==> src/rtl/topk_result_collector.sv <==
// Captures streamed top-K vertex IDs into a local buffer and pops them to a slow host on rd_req_in rising edges.
// Optional TOPK_DEDUP_EN: drop a beat equal to the last stored entry.
module topk_result_collector #(
  parameter int DATA_WIDTH = 32,
  parameter int DEPTH      = 8
) (
  input  logic                  clk_in,
  input  logic                  rst_in,
  input  logic                  start_in,
  input  logic [15:0]           k_in,
  input  logic [DATA_WIDTH-1:0] result_in,
  input  logic                  result_valid_in,
  input  logic                  rd_req_in,
  output logic [DATA_WIDTH-1:0] rd_data_out,
  output logic                  rd_valid_out,
  output logic [15:0]           count_out,
  output logic                  done_out,
  output logic                  overflow_out,
  output logic [1:0]            state_out
);

  localparam int IW = $clog2(DEPTH);
  localparam int PW = IW + 1;
  localparam logic [PW-1:0] ONE     = PW'(1);
  localparam logic [PW-1:0] DEPTH_P = PW'(DEPTH);
  localparam logic [15:0]   DEPTH_K = 16'(DEPTH);

  localparam logic [1:0] S_IDLE    = 2'd0;
  localparam logic [1:0] S_COLLECT = 2'd1;
  localparam logic [1:0] S_READOUT = 2'd2;

  logic [DATA_WIDTH-1:0] mem_q [DEPTH];

  logic [1:0]    state_q, state_d;
  logic [PW-1:0] count_q, count_d;
  logic [PW-1:0] rd_ptr_q, rd_ptr_d;
  logic [PW-1:0] keff_q, keff_d;
  logic          done_q, done_d;
  logic          ovf_q, ovf_d;
  logic          rd_valid_q, rd_valid_d;
  logic          rd_req_q;
  logic          rise;
  logic          wr_en;
  logic          dup;

`ifdef TOPK_DEDUP_EN
  logic [PW-1:0] last_ptr;
  assign last_ptr = count_q - ONE;
  assign dup = (count_q != '0) && (result_in == mem_q[last_ptr[IW-1:0]]);
`else
  assign dup = 1'b0;
`endif

  assign rise = rd_req_in & ~rd_req_q;

  always_comb begin
    state_d  = state_q;
    count_d  = count_q;
    rd_ptr_d = rd_ptr_q;
    keff_d   = keff_q;
    done_d   = done_q;
    ovf_d    = ovf_q;
    wr_en    = 1'b0;
    if (start_in) begin
      // a beat coinciding with start is neither stored nor flagged
      count_d  = '0;
      rd_ptr_d = '0;
      ovf_d    = (k_in > DEPTH_K);
      keff_d   = (k_in > DEPTH_K) ? DEPTH_P : k_in[PW-1:0];
      if (k_in == 16'd0) begin
        state_d = S_READOUT;
        done_d  = 1'b1;
      end else begin
        state_d = S_COLLECT;
        done_d  = 1'b0;
      end
    end else begin
      case (state_q)
        S_COLLECT: begin
          if (result_valid_in && !dup) begin
            wr_en   = 1'b1;
            count_d = count_q + ONE;
            if (count_d == keff_q) begin
              state_d = S_READOUT;
              done_d  = 1'b1;
            end
          end
        end
        S_READOUT: begin
          if (result_valid_in) ovf_d = 1'b1;
          if (rise && rd_valid_q) begin
            rd_ptr_d = rd_ptr_q + ONE;
            if (rd_ptr_d == count_q) state_d = S_IDLE;
          end
        end
        default: begin
          if (result_valid_in) ovf_d = 1'b1;
        end
      endcase
    end
    rd_valid_d = (state_d == S_READOUT) && (rd_ptr_d < count_d);
  end

  always_ff @(posedge clk_in) begin
    if (rst_in) begin
      state_q    <= S_IDLE;
      count_q    <= '0;
      rd_ptr_q   <= '0;
      keff_q     <= '0;
      done_q     <= 1'b0;
      ovf_q      <= 1'b0;
      rd_valid_q <= 1'b0;
      rd_req_q   <= 1'b0;
    end else begin
      state_q    <= state_d;
      count_q    <= count_d;
      rd_ptr_q   <= rd_ptr_d;
      keff_q     <= keff_d;
      done_q     <= done_d;
      ovf_q      <= ovf_d;
      rd_valid_q <= rd_valid_d;
      rd_req_q   <= rd_req_in;
    end
  end

  always_ff @(posedge clk_in) begin
    if (wr_en) mem_q[count_q[IW-1:0]] <= result_in;
  end

  assign rd_data_out  = rd_valid_q ? mem_q[rd_ptr_q[IW-1:0]] : '0;
  assign rd_valid_out = rd_valid_q;
  assign count_out    = 16'(count_q);
  assign done_out     = done_q;
  assign overflow_out = ovf_q;
  assign state_out    = state_q;

endmodule
==> config.mk <==
export PLATFORM = sky130hd
export DESIGN_NAME = topk_result_collector
export DESIGN_NICKNAME = d
export VERILOG_FILES = /design/src/rtl/topk_result_collector.sv
export SDC_FILE = /design/constraint.sdc
export NUM_CORES = 1
export LEC_CHECK = 0
export ABC_AREA = 1
export BUFFER_PORTS_ARGS = -buffer_cell sky130_fd_sc_hd__buf_2
export CORE_MARGIN = 5
export CORE_UTILIZATION = 35
export DETAILED_ROUTE_END_ITERATION = 6
export PLACE_DENSITY = 0.52
export SLEW_MARGIN = 20
export SYNTH_ARGS = -nofsm -noshare
export SYNTH_HDL_FRONTEND = slang
export SYNTH_SLANG_ARGS = --single-unit
==> constraint.sdc <==
create_clock -name clk_in -period 4.9 [get_ports clk_in]
set_input_delay 0.245 -clock clk_in [delete_from_list [all_inputs] [get_ports clk_in]]
set_output_delay 0.245 -clock clk_in [all_outputs]
set_load 0.01 [all_outputs]
# After elaboration in Yosys (flattened, before gate mapping)
# Memories as Yosys holds them, arrays and structs flattened. A register that Yosys moved wholly into a read port is not among the register bits.
# Cells that the tools add are included.
# word_totals
register_bits,18
ram_bits,256
inputBits,53
out_inout_bits,53
word_cells,58
mem_count,1
# mem_list
memory,words,width,rd,rd_ports_with_merged_regs,write_ports,line_no,text
mem_q,8,32,1,1,1,32,logic [DATA_WIDTH-1:0] mem_q [DEPTH];
# classes
add_sub_neg,2
n_lt_le_gt_ge,2
n_eq_ne,6
mux,29
n_bitwise,2
n_reduce_logical,8
# ops
cell,count
32-bit two-way mux,1
4-bit two-way mux,7
"16-bit by 4-bit greater-than comparator with 1-bit output, second input constant",1
16-bit logical NOT,1
1-bit two-way mux,13
2-bit two-way mux,6
"4-bit by 1-bit adder with 4-bit output, second input constant",2
4-bit == test,2
2-bit nonzero test,3
"2-bit == test, second input constant",2
4-bit < comparator,1
2-bit one-hot mux with 2 select lines,1
3-bit two-way mux,1
3-bit AND reduction,1
"2-bit by 1-bit == test with 1-bit output, second input constant",1
1-bit logical AND,2
"2-bit inequality test, second input constant",1
2-bit AND reduction,1
1-bit AND,1
1-bit NOT,1

# Longest topological paths before layout
# depth
word_depth,8
depth_mapped,15
depth_no_buf,15

# Least setup slack after synthesis
# OpenSTA, ideal clock, no wires.
# synth_timing
kind,register to register
startpoint,"reg state_q[0], in the netlist state_out[0]"
endpoint,"mem mem_q[7][0], enable pin"
setup_ns,0.461
arrival_time_ns,3.021
required_ns,4.439
setup_slack_ns,1.418
path_stages_with_launch,4
n_path_buf,0
synth_period_minus_slack_ns,3.482
path_cell_list,dfxtp_1 > ha_1 > nand2_2 > nor3_1
# synth_via
elab_chain_len,5
# synth_rtl
item,line_no,text
from (decl),34,"logic [1:0] state_q, state_d;"
from (signal assigned),115,state_q <= state_d;
2-bit by 1-bit == test with 1-bit output,78,case (state_q)
1-bit two-way mux,78,
1-bit two-way mux,64,if (start_in) begin
1-bit two-way mux,127,if (wr_en) mem_q[count_q[IW-1:0]] <= result_in;
1-bit two-way mux (implied by the code),127,
to (decl),32,
# Every way passes these cells.

==> impl_metrics.ini <==
[sta]
timing.setup.tns_ps = 0
rsz0062_at_grt = false
fin_crit_sh_pct = 74.2
worst_slew_pin_slew_ps = 979
setup_viol = 0
slew_headroom_pct = 34.4
fmax_ghz = 0.275
slew_violations = 0
fin_crit_ps = 3630
finalHoldViolCount = 0
skew_ps = 21.4

[critical_path]
critPathBufInv = 3
cp_cell_sequence = clkinv_2, buf_12, o21ai_0, o22ai_1, o21ai_0, a31oi_1, buf_2
worstSetupPathType = register to output pin
required_ps = 4660
crit_family = buffers and inverters
cp.arrival_ps = 3390
r2r_start = state_out[0]
slowest_delay_ps = 790
cpMostUsedCell = o21ai_0
startpoint_type = register
cp-startpoint = rd_ptr_q[0]
critPathMaxFanout = 78
worst_setup_path_end_kind = output pin
critical-path-slowest-cell = dfxtp_4

[power_and_ir_drop]
ir_worst_vdd_mv = 0.327
leakagePower_nw = 4.71
power.density_nw_per_um2 = 354

[global_route]
grt_usage_pct = 14.9
grt_max_degree = 79
grt_first_pass_wirelength_um = 42600
grt_pass1_vias = 7402
antenna_found_initial = 0
grt-ovfl-total = 0

[die]
core-area_um2 = 32300
die_h_um = 190
initial_utilization_pct = 35.2
die-area_um2 = 36100
std_cell_rows = 66
die_w_um = 190
io_pins = 106

[routing]
drt-vias-per-instance = 4.87
num_vias = 7442
drtIter0Drc = 463
drc = 0
ant_nets = 0
dr.pass1.iters = 7
finalWirelength_um = 27300
wl_per_cell_um = 17.9

[clocking]
cts_tree = done
cts_root_buf = clkbuf_16
insertion_delay_ps = 570
cts_buffer_depth = 3
htree_levels = 1
cts_made_buffers = 30
clk_pin_slew_ps = 60
post_cts_buffers = 0
cts.sinks = 274

[synth]
ys_warn_count = 0
ys_top_cells_by_area = edfxtp_1 (68%), nor2_1 (6.7%), o21ai_0 (5.5%)
ys_seq_area_share_pct = 70.9
ys_seq_elements = 274
synth_area_leader_cell = edfxtp_1
synth_top_area_share_pct = 67.7
synth_cell_types = 37
avgSynthCellArea_um2 = 12.0
synth_area_um2 = 11400
synthCells = 949

[job]
maxCapViolations = 0

[outcome]
outcome = finished, final reports clean

[final_layout]
layout-drive-gt1-share_pct = 17.5
final_nets = 1128
n_antenna_cell = 0
final_common_cell = edfxtp_1
final_cell_area_um2 = 13500
area_delta_synth_final_pct = 18.5
final_cell_mix = edfxtp_1 (256), nor2_1 (199), o21ai_0 (125)

[place]
hpwl_um = 14800
placed_cell_area_um2 = 12200
place_congestion = 0.796
port_buffers = 93

[hold_path]
min_from = rst_in
hold_class = input pin to register
metrics by stage:
step,hold slack (ps),power [mW],instances,setup WS (ps),util (%)
6_report,41.8,4.76,1529,1270,41.7
5_1_grt,44.4,4.93,1529,960,41.7
4_1_cts,18.9,4.83,1529,1170,41.7
3_5_place_dp,473,2.73,1441,1770,37.8
3_3_place_gp,468,2.73,1441,1810,37.8
2_1_floorplan,314,2.67,960,1420,-
power by group:
group	switching [mW]	leakage [nW]	internal (mW)
clock	0.880	0.431	1.18
combinational	0.0783	1.83	0.0505
sequential	0.00595	2.45	2.57
worst paths after layout:
check	cells past startpoint	endpoint	slack, ps
setup / recovery	7	rd_data_out[12]	1270
hold / removal	2	rd_req_q	40
setup reg to reg	6	mem_q[6][31]	2250
hold reg to reg	2	keff_q[2]	480
synth_stat cells (all sizes together):
library cell / instances
edfxtp: 256
nor2: 217
o21ai: 166
nand2: 60
buf: 41
inv: 34
a31oi: 33
o22ai: 32
clkbuf: 28
nand3: 20
dfxtp: 18
a21oi: 9
ha: 7
nor3: 6
nand4: 5
nor4: 4
o211ai: 4
clkinv: 3
a211oi: 1
and2: 1
conb: 1
o21a: 1
or2: 1
xor2: 1
flip-flops by register name (all words and copies together), names as in the netlist:
name,flops
mem_q,256
done_out,1
rd_valid_out,1
overflow_out,1
rd_ptr_q,4
keff_q,4
rd_req_q,1
state_out,2
count_q,4
metal layers:
| metal | global-route usage [%] | share of wire, % | up-vias |
|---|---|---|---|
| met4 | 2.98 | 1.8 | 0 |
| li1 | - | - | 3632 |
| met3 | 2.26 | 5.0 | 35 |
| met2 | 25.0 | 47 | 179 |
| met5 | 0 | 0 | - |
| met1 | 20.7 | 47 | 3596 |
worst reg2reg max path, delay by kind of cell, from the launching register on:
family	cells	cell delay (ps)
buffers and inverters	2	520
AND/OR/NAND/NOR	3	1200
flip-flops	1	390
adder cells (fa/ha/maj)	1	260
cell type report:
class,instances,area (µm²)
clock buffers,41,792
clock inverters,10,98.8
fillers,3072,18800
inverters,37,146
multi-input cells,580,2830
flip-flops and latches,274,8050
well taps,442,553
repair buffers,145,973
kinds of logic (layout without fill, tap and decap cells):
logic type | count (synthesis) | after routing | share of synthesized area [%]
buffers and inverters | 106 | 233 | 4.95
other | 1 | 12 | 0.0330
adders and majority gates | 7 | 7 | 0.771
and+or+nand+nor | 314 | 314 | 11.6
xor gates and xnor gates | 1 | 1 | 0.0772
AOI/OAI and AO/OA | 246 | 246 | 11.7
DFF | 274 | 274 | 70.9
what timing repair did:
| action | 4_1_cts | 5_1_grt |
|---|---|---|
| endpoints found under the setup margin | 0 | 0 |
| hold endpoints to repair | 261 | 0 |
| resized for setup | 0 | 0 |
| hold buffers | 37 | 0 |
(Power assumes the default switching activity.)
